**src/rtl/btn_pkg.sv**
```systemverilog
// Shared types and counter-width helpers for the button conditioner.
// Width constants below describe the default configuration; modules derive their own via cnt_width().
package btn_pkg;

   typedef enum logic [1:0] {
      IDLE    = 2'd0,
      PRESSED = 2'd1,
      HELD    = 2'd2
   } btn_state_t;

   // Bits needed to hold values 0..max_cnt-1, never less than one bit.
   function automatic int cnt_width(input int max_cnt);
      return (max_cnt <= 2) ? 1 : $clog2(max_cnt);
   endfunction

   localparam int DEF_STABLE_CNT = 4;
   localparam int DEF_HOLD_CNT   = 8;
   localparam int DEF_REPEAT_CNT = 3;

   localparam int CNT_W  = cnt_width(DEF_STABLE_CNT);
   localparam int HCNT_W = cnt_width((DEF_HOLD_CNT > DEF_REPEAT_CNT) ? DEF_HOLD_CNT : DEF_REPEAT_CNT);

endpackage

```
**src/rtl/btn_debounce_array_if.sv**
```systemverilog
// Front-panel button bus: raw inputs plus tick strobe in, conditioned levels and event pulses out.
// The master drives buttons and tick; the slave (conditioner) drives the results.
interface btn_debounce_array_if #(
   parameter int N_BTN = 4
);
   logic             tick_en;
   logic [N_BTN-1:0] btn_in;
   logic [N_BTN-1:0] btn_level;
   logic [N_BTN-1:0] btn_press;
   logic [N_BTN-1:0] btn_release;
   logic [N_BTN-1:0] btn_hold;
   logic [N_BTN-1:0] btn_repeat;
   logic             any_press;

   modport master (
      output tick_en, btn_in,
      input  btn_level, btn_press, btn_release, btn_hold, btn_repeat, any_press
   );

   modport slave (
      input  tick_en, btn_in,
      output btn_level, btn_press, btn_release, btn_hold, btn_repeat, any_press
   );
endinterface

```
**src/rtl/btn_chan.sv**
```systemverilog
// One button channel: synchroniser, tick-sampled stability filter, press/hold/repeat FSM.
// Level change lands SYNC_STAGES clk + STABLE_CNT ticks after a clean edge; no backpressure, pulses are fire-and-forget.
module btn_chan
   import btn_pkg::*;
#(
   parameter int SYNC_STAGES = 2,
   parameter int STABLE_CNT  = 4,
   parameter int HOLD_CNT    = 8,
   parameter int REPEAT_CNT  = 3,
   parameter int REPEAT_EN   = 1
) (
   input  logic clk,
   input  logic rst,
   input  logic tick_en,
   input  logic din,
   output logic level,
   output logic press,
   output logic rel,
   output logic hold,
   output logic rpt,
   output logic press_nxt
);

   localparam int HMAX = (HOLD_CNT > REPEAT_CNT) ? HOLD_CNT : REPEAT_CNT;
   localparam int CW   = cnt_width(STABLE_CNT);
   localparam int HW   = cnt_width(HMAX);

   localparam logic [CW-1:0] CNT_LAST  = CW'(STABLE_CNT - 1);
   localparam logic [HW-1:0] HOLD_LAST = HW'(HOLD_CNT - 1);
   localparam logic [HW-1:0] RPT_LAST  = HW'(REPEAT_CNT - 1);

   logic [SYNC_STAGES-1:0] sync_r;
   logic                   sync_q;
   logic [CW-1:0]          cnt;
   logic [HW-1:0]          hcnt;
   btn_state_t             state;
   logic                   accept;
   logic                   acc_rise;
   logic                   acc_fall;

   assign sync_q    = sync_r[SYNC_STAGES-1];
   assign accept    = tick_en && (sync_q != level) && (cnt == CNT_LAST);
   assign acc_rise  = accept && sync_q;
   assign acc_fall  = accept && !sync_q;
   assign press_nxt = acc_rise;

   always_ff @(posedge clk or negedge rst) begin
      if (!rst) begin
         sync_r <= '0;
      end else begin
         sync_r <= {sync_r[SYNC_STAGES-2:0], din};
      end
   end

   // Any sample that agrees with the current level restarts the count.
   always_ff @(posedge clk or negedge rst) begin
      if (!rst) begin
         level <= 1'b0;
         cnt   <= '0;
         press <= 1'b0;
         rel   <= 1'b0;
      end else begin
         press <= acc_rise;
         rel   <= acc_fall;
         if (tick_en) begin
            if (sync_q != level) begin
               if (cnt == CNT_LAST) begin
                  level <= sync_q;
                  cnt   <= '0;
               end else begin
                  cnt <= cnt + 1'b1;
               end
            end else begin
               cnt <= '0;
            end
         end
      end
   end

   always_ff @(posedge clk or negedge rst) begin
      if (!rst) begin
         state <= IDLE;
         hcnt  <= '0;
         hold  <= 1'b0;
         rpt   <= 1'b0;
      end else begin
         rpt <= 1'b0;
         if (tick_en) begin
            case (state)
               IDLE: begin
                  if (acc_rise) begin
                     state <= PRESSED;
                     hcnt  <= '0;
                  end
               end
               PRESSED: begin
                  if (acc_fall) begin
                     state <= IDLE;
                  end else if (hcnt == HOLD_LAST) begin
                     state <= HELD;
                     hold  <= 1'b1;
                     rpt   <= 1'b1;
                     hcnt  <= '0;
                  end else begin
                     hcnt <= hcnt + 1'b1;
                  end
               end
               HELD: begin
                  // A release on the same tick suppresses any repeat pulse.
                  if (acc_fall) begin
                     state <= IDLE;
                     hold  <= 1'b0;
                  end else if (REPEAT_EN != 0) begin
                     if (hcnt == RPT_LAST) begin
                        rpt  <= 1'b1;
                        hcnt <= '0;
                     end else begin
                        hcnt <= hcnt + 1'b1;
                     end
                  end else if (hcnt != RPT_LAST) begin
                     hcnt <= hcnt + 1'b1;
                  end
               end
               default: begin
                  state <= IDLE;
                  hold  <= 1'b0;
               end
            endcase
         end
      end
   end

endmodule

```
**src/rtl/btn_debounce_array.sv**
```systemverilog
// N-channel front-panel button conditioner: replicates btn_chan and ORs the press events.
// any_press is registered alongside the per-channel press pulses; outputs are pulses, no backpressure.
module btn_debounce_array
   import btn_pkg::*;
#(
   parameter int N_BTN       = 4,
   parameter int SYNC_STAGES = 2,
   parameter int STABLE_CNT  = 4,
   parameter int HOLD_CNT    = 8,
   parameter int REPEAT_CNT  = 3,
   parameter int REPEAT_EN   = 1
) (
   input  logic                 clk,
   input  logic                 rst,
   btn_debounce_array_if.slave  bus
);

   logic [N_BTN-1:0] level_v;
   logic [N_BTN-1:0] press_v;
   logic [N_BTN-1:0] rel_v;
   logic [N_BTN-1:0] hold_v;
   logic [N_BTN-1:0] rpt_v;
   logic [N_BTN-1:0] press_nxt_v;
   logic             any_q;

   for (genvar i = 0; i < N_BTN; i++) begin : g_chan
      btn_chan #(
         .SYNC_STAGES (SYNC_STAGES),
         .STABLE_CNT  (STABLE_CNT),
         .HOLD_CNT    (HOLD_CNT),
         .REPEAT_CNT  (REPEAT_CNT),
         .REPEAT_EN   (REPEAT_EN)
      ) u_chan (
         .clk       (clk),
         .rst       (rst),
         .tick_en   (bus.tick_en),
         .din       (bus.btn_in[i]),
         .level     (level_v[i]),
         .press     (press_v[i]),
         .rel       (rel_v[i]),
         .hold      (hold_v[i]),
         .rpt       (rpt_v[i]),
         .press_nxt (press_nxt_v[i])
      );
   end

   // Registered from the next-state press terms so it lines up with btn_press.
   always_ff @(posedge clk or negedge rst) begin
      if (!rst) begin
         any_q <= 1'b0;
      end else begin
         any_q <= |press_nxt_v;
      end
   end

   assign bus.btn_level   = level_v;
   assign bus.btn_press   = press_v;
   assign bus.btn_release = rel_v;
   assign bus.btn_hold    = hold_v;
   assign bus.btn_repeat  = rpt_v;
   assign bus.any_press   = any_q;

endmodule

```
**src/flat_wrapper.sv**
```systemverilog
// flat-port wrapper written by rule: the top's interface ports become plain ports
module btn_debounce_array_flat import btn_pkg::*;
#(
   parameter int N_BTN       = 4,
   parameter int SYNC_STAGES = 2,
   parameter int STABLE_CNT  = 4,
   parameter int HOLD_CNT    = 8,
   parameter int REPEAT_CNT  = 3,
   parameter int REPEAT_EN   = 1
)
  (clk, rst, bus_tick_en, bus_btn_in, bus_btn_level, bus_btn_press, bus_btn_release, bus_btn_hold, bus_btn_repeat, bus_any_press);
  btn_debounce_array_if #(.N_BTN(N_BTN)) bus_i ();
  input  logic clk;
  input  logic rst;
  input wire logic [$bits(bus_i.tick_en)-1:0] bus_tick_en;
  input wire logic [$bits(bus_i.btn_in)-1:0] bus_btn_in;
  output wire logic [$bits(bus_i.btn_level)-1:0] bus_btn_level;
  output wire logic [$bits(bus_i.btn_press)-1:0] bus_btn_press;
  output wire logic [$bits(bus_i.btn_release)-1:0] bus_btn_release;
  output wire logic [$bits(bus_i.btn_hold)-1:0] bus_btn_hold;
  output wire logic [$bits(bus_i.btn_repeat)-1:0] bus_btn_repeat;
  output wire logic [$bits(bus_i.any_press)-1:0] bus_any_press;
  assign bus_i.tick_en = bus_tick_en;
  assign bus_i.btn_in = bus_btn_in;
  assign bus_btn_level = bus_i.btn_level;
  assign bus_btn_press = bus_i.btn_press;
  assign bus_btn_release = bus_i.btn_release;
  assign bus_btn_hold = bus_i.btn_hold;
  assign bus_btn_repeat = bus_i.btn_repeat;
  assign bus_any_press = bus_i.any_press;
  btn_debounce_array #(.N_BTN(N_BTN), .SYNC_STAGES(SYNC_STAGES), .STABLE_CNT(STABLE_CNT), .HOLD_CNT(HOLD_CNT), .REPEAT_CNT(REPEAT_CNT), .REPEAT_EN(REPEAT_EN)) u_core (.clk(clk), .rst(rst), .bus(bus_i));
endmodule
```
**config.mk**
```make
export PLATFORM = sky130hd
export DESIGN_NAME = btn_debounce_array_flat
export DESIGN_NICKNAME = d
export VERILOG_FILES = /design/src/rtl/btn_pkg.sv /design/src/rtl/btn_debounce_array_if.sv /design/src/rtl/btn_chan.sv /design/src/rtl/btn_debounce_array.sv /design/src/flat_wrapper.sv
export SDC_FILE = /design/constraint.sdc
export NUM_CORES = 1
export LEC_CHECK = 0
export CORE_MARGIN = 2
export CORE_UTILIZATION = 48
export DETAILED_ROUTE_END_ITERATION = 12
export PLACE_DENSITY = 0.75
export REMOVE_ABC_BUFFERS = 1
export SETUP_SLACK_MARGIN = 0.15
export SKIP_CTS_REPAIR_TIMING = 1
export SLEW_MARGIN = 15
export SYNTH_ARGS = -nofsm -noshare
export SYNTH_HDL_FRONTEND = slang
export SYNTH_HIERARCHICAL = 1
export SYNTH_SLANG_ARGS = --single-unit
```
**constraint.sdc**
```tcl
create_clock -name clk -period 2.4 [get_ports clk]
set_input_delay 0.48 -clock clk [delete_from_list [all_inputs] [get_ports clk]]
set_output_delay 0.48 -clock clk [all_outputs]
set_load 0.02 [all_outputs]
```
==> summary.md <==
| Metric | Value |
|---|---|
| Vias in the first global route | 2213 |
| First-pass GRT wire length | 10.1 mm |
| Reg2Reg Depth | 6 |
| Initial drt markers | 99 |
| Full die area | 0.00724 mm^2 |
| Max FO, Critical Path | 40 |
| Peak supply drop | 0.482 mV |
| Chip height | 85.1 um |
| Worst Path Arrival | 2.14 ns |
| Post-synth EDFFs | 0 |
| Yosys top cell by area | dfrtp_1 |
| Area growth syn-to-layout | 19.2% |
| # H-tree levels | 3 |
| PD cells | 848 mW/mm^2 |
| Max-cap viol count | 0 |
| Final setup fails | 0 |
| Mean Syn Cell Area | 10.7 um^2 |
| Share of layout cells above drive strength 1 | 14.5% |
| Clock root cell | clkbuf_8 |
| Hold Fails Final Rpt | 0 |
| XOR/XNOR Fraction of Synth Area | 1.11% |
| Placed cells | 398 |
| Async set-reset flop share out of synthesis | 100% |
| Final WS setup | 0.486 ns |
| Post-layout min period | 1.91 ns |
| Main synth FF type | dfrtp_1 |
| Skew-Pair Late Insertion Delay | 0.34 ns |
| Max_slew headroom | 76.0% |
| DRC Markers | 0 |
| Post-Synth Simple-Gate Area | 17.8% |
| Sequential area share after synthesis | 45.2% |
| Placer congestion estimate | 0.818 |
| FF-to-FF Start | u_core/g_chan[3].u_chan/state[0] |
| Via count | 2249 |
| DR WL/cell | 13.3 um |
| Vias/cell | 5.43 |
| Core area | 0.00635 mm^2 |
| All-layer global routing usage | 17.6% |
| Max Buffers Root-to-Sink | 2 |
| FMAX | 0.522 GHz |
| RSZ-0062 raised after global routing | no |
| Site row count | 29 |
| Clock skew | 0.00649 ns |
| Slew Viols, Final | 0 |
| Status | completed |
| FF-to-FF setup slack | 0.61 ns |
| Commonest cells post-synth | dfrtp_1, ha_1, inv_1, nand2_1, nor2_1 |
| Largest net degree at the start of global routing | 58 |
| CTS Buf Count | 9 |
| I/O pin count | 28 |
| Worst Setup Start Kind | input pin |
| Post-route ant nets | 0 |
| Post-DP HPWL | 3.89 mm |
| Die width | 85.1 um |
| Initial antenna violation count | 0 |
| Synth area leaders | dfrtp_1, ha_1, mux2_4 |
| Tightest Hold Check Type | input pin to async pin |
| Leakage | 1.69 nW |
| Fin crit share | 79.8% |
| Final Util | 59.2% |
| Library cells used by synthesis | 40 |
| ANT cells | 0 |
| Cells after Synth | 294 |
| Synth top area share | 45.2% |
| Synth Warn # | 6 |
| Count of non-filler cells in the finished layout | 414 |
| Synth Register Bits | 57 |
| Endpoint type of the worst setup path | flop |
| Setup_tns | 0 ns |
| R2R Path End | u_core/g_chan[3].u_chan/hcnt[2] |
| Most frequent cell after synthesis | dfrtp_1 |
| Sink Count | 57 |
| Nets | 367 |
| Synth Area in Compound Gates | 13.6% |
| TritonCTS clock tree | done |
| IO buf count | 27 |
| 1st-pass router iterations | 4 |
| Worst EP required | 2.62 ns |
| Critical path class | input pin to flop |
| Largest family of logic cells by synthesized area | simple AND/OR/NAND/NOR gates |
| Synthesized area | 0.00316 mm^2 |
| Post-synthesis mux area share | 7.22% |
| Clk slew on worst S/H paths | 0.06 ns |
| Overflow after GRT | 0 |
| Routed WL | 5.51 mm |
| Worst slew pin tran | 0.357 ns |
| DP Worst Slack | 0.147 ns |
| Starting Density | 49.7% |
| WHS | 0.141 ns |
| Post-Synth Adder-Cell Area | 11.1% |
## cell type report
type | count | area (um^2)
Sequential cell | 57 | 1430
Multi-Input combinational cell | 205 | 1600
Fill cell | 524 | 2590
Inverter | 28 | 105
Tap cell | 77 | 96.3
Clock buffer | 14 | 173
Clock inverter | 2 | 35.0
Timing Repair Buffer | 31 | 320
## metrics by stage
stage | cell area (um^2) | power [mW]
floorplan | 3140 | 1.98
global placement | 3550 | 2.24
detailed placement | 3550 | 2.28
CTS | 3760 | 3.23
global route | 3760 | 3.45
finish | 3760 | 3.19
## where the power goes
part | total (mW) | internal [mW] | switching (mW)
Clock | 0.927 | 0.564 | 0.363
Combinational | 0.980 | 0.452 | 0.528
Sequential | 1.28 | 1.13 | 0.150
Total | 3.19 | 2.15 | 1.04
## kinds of logic after synthesis
family          count (synthesis)
buf+inv                        32
xor+xnor                        4
mux                            18
compound gates                 58
simple gates                   97
flops                          57
fa+ha+maj                      28
## cell usage in the layout, fill, tap and decap left out, types with 3 or more instances in the layout
cell type,count
inv_1,28
o21ai_0,9
and4b_2,4
nand2_2,4
and2b_1,4
nor3_1,4
clkdlybuf4s50_1,26
a21oi_4,4
xnor2_1,4
mux2i_1,4
mux2_2,6
nand2_1,26
a22o_1,4
or2b_1,3
nor2b_1,3
mux2_4,8
nand3_1,4
nand2b_1,7
dfrtp_1,57
clkbuf_8,12
o22ai_1,8
a21oi_1,10
nor3b_1,6
a31oi_1,8
nor2_1,16
a41o_1,4
ha_1,28
nand3b_1,7
## critical path, cell delays in order
cell and delay, ns:
clkdlybuf4s50_1 0.50, buf_12 0.19, and4b_2 0.33, nand2_2 0.09
a21oi_4 0.21, mux2_4 0.31
## metal layers
| layer | share of wire (%) | GRT usage [%] | vias to the layer above |
|---|---|---|---|
| li1 | - | - | 1113 |
| met3 | 4.7 | 5.93 | 7 |
| met1 | 47 | 23.1 | 1084 |
| met5 | 0 | 0 | - |
| met4 | 1.0 | 6.49 | 0 |
| met2 | 47 | 27.0 | 45 |
## how the worst max path moves through the flow
stage	endpoint	cells past startpoint	start	slack (ns)
global route	bus_btn_level[2]	1	u_core/g_chan[2].u_chan/level	0.39
global placement	u_core/g_chan[0].u_chan/hcnt[2]	6	bus_tick_en	0.16
finish	u_core/g_chan[0].u_chan/hcnt[2]	6	bus_tick_en	0.49
floorplan	u_core/g_chan[3].u_chan/hcnt[1]	6	u_core/g_chan[3].u_chan/state[0]	0.79
detailed placement	u_core/g_chan[3].u_chan/hcnt[2]	6	bus_tick_en	0.15
CTS	bus_btn_level[3]	1	u_core/g_chan[3].u_chan/level	0.46
## flip-flops by register name, indices dropped and copies added (netlist names)
name                         cells
u_core/g_chan.u_chan/rel         4
u_core/g_chan.u_chan/press       4
u_core/g_chan.u_chan/sync_r      8
u_core/g_chan.u_chan/cnt         8
u_core/g_chan.u_chan/hcnt       12
u_core/g_chan.u_chan/level       4
u_core/g_chan.u_chan/hold        4
u_core/g_chan.u_chan/state       8
u_core/g_chan.u_chan/rpt         4
u_core/bus.any_press             1
Note: power is estimated with default switching activity, not from simulation.
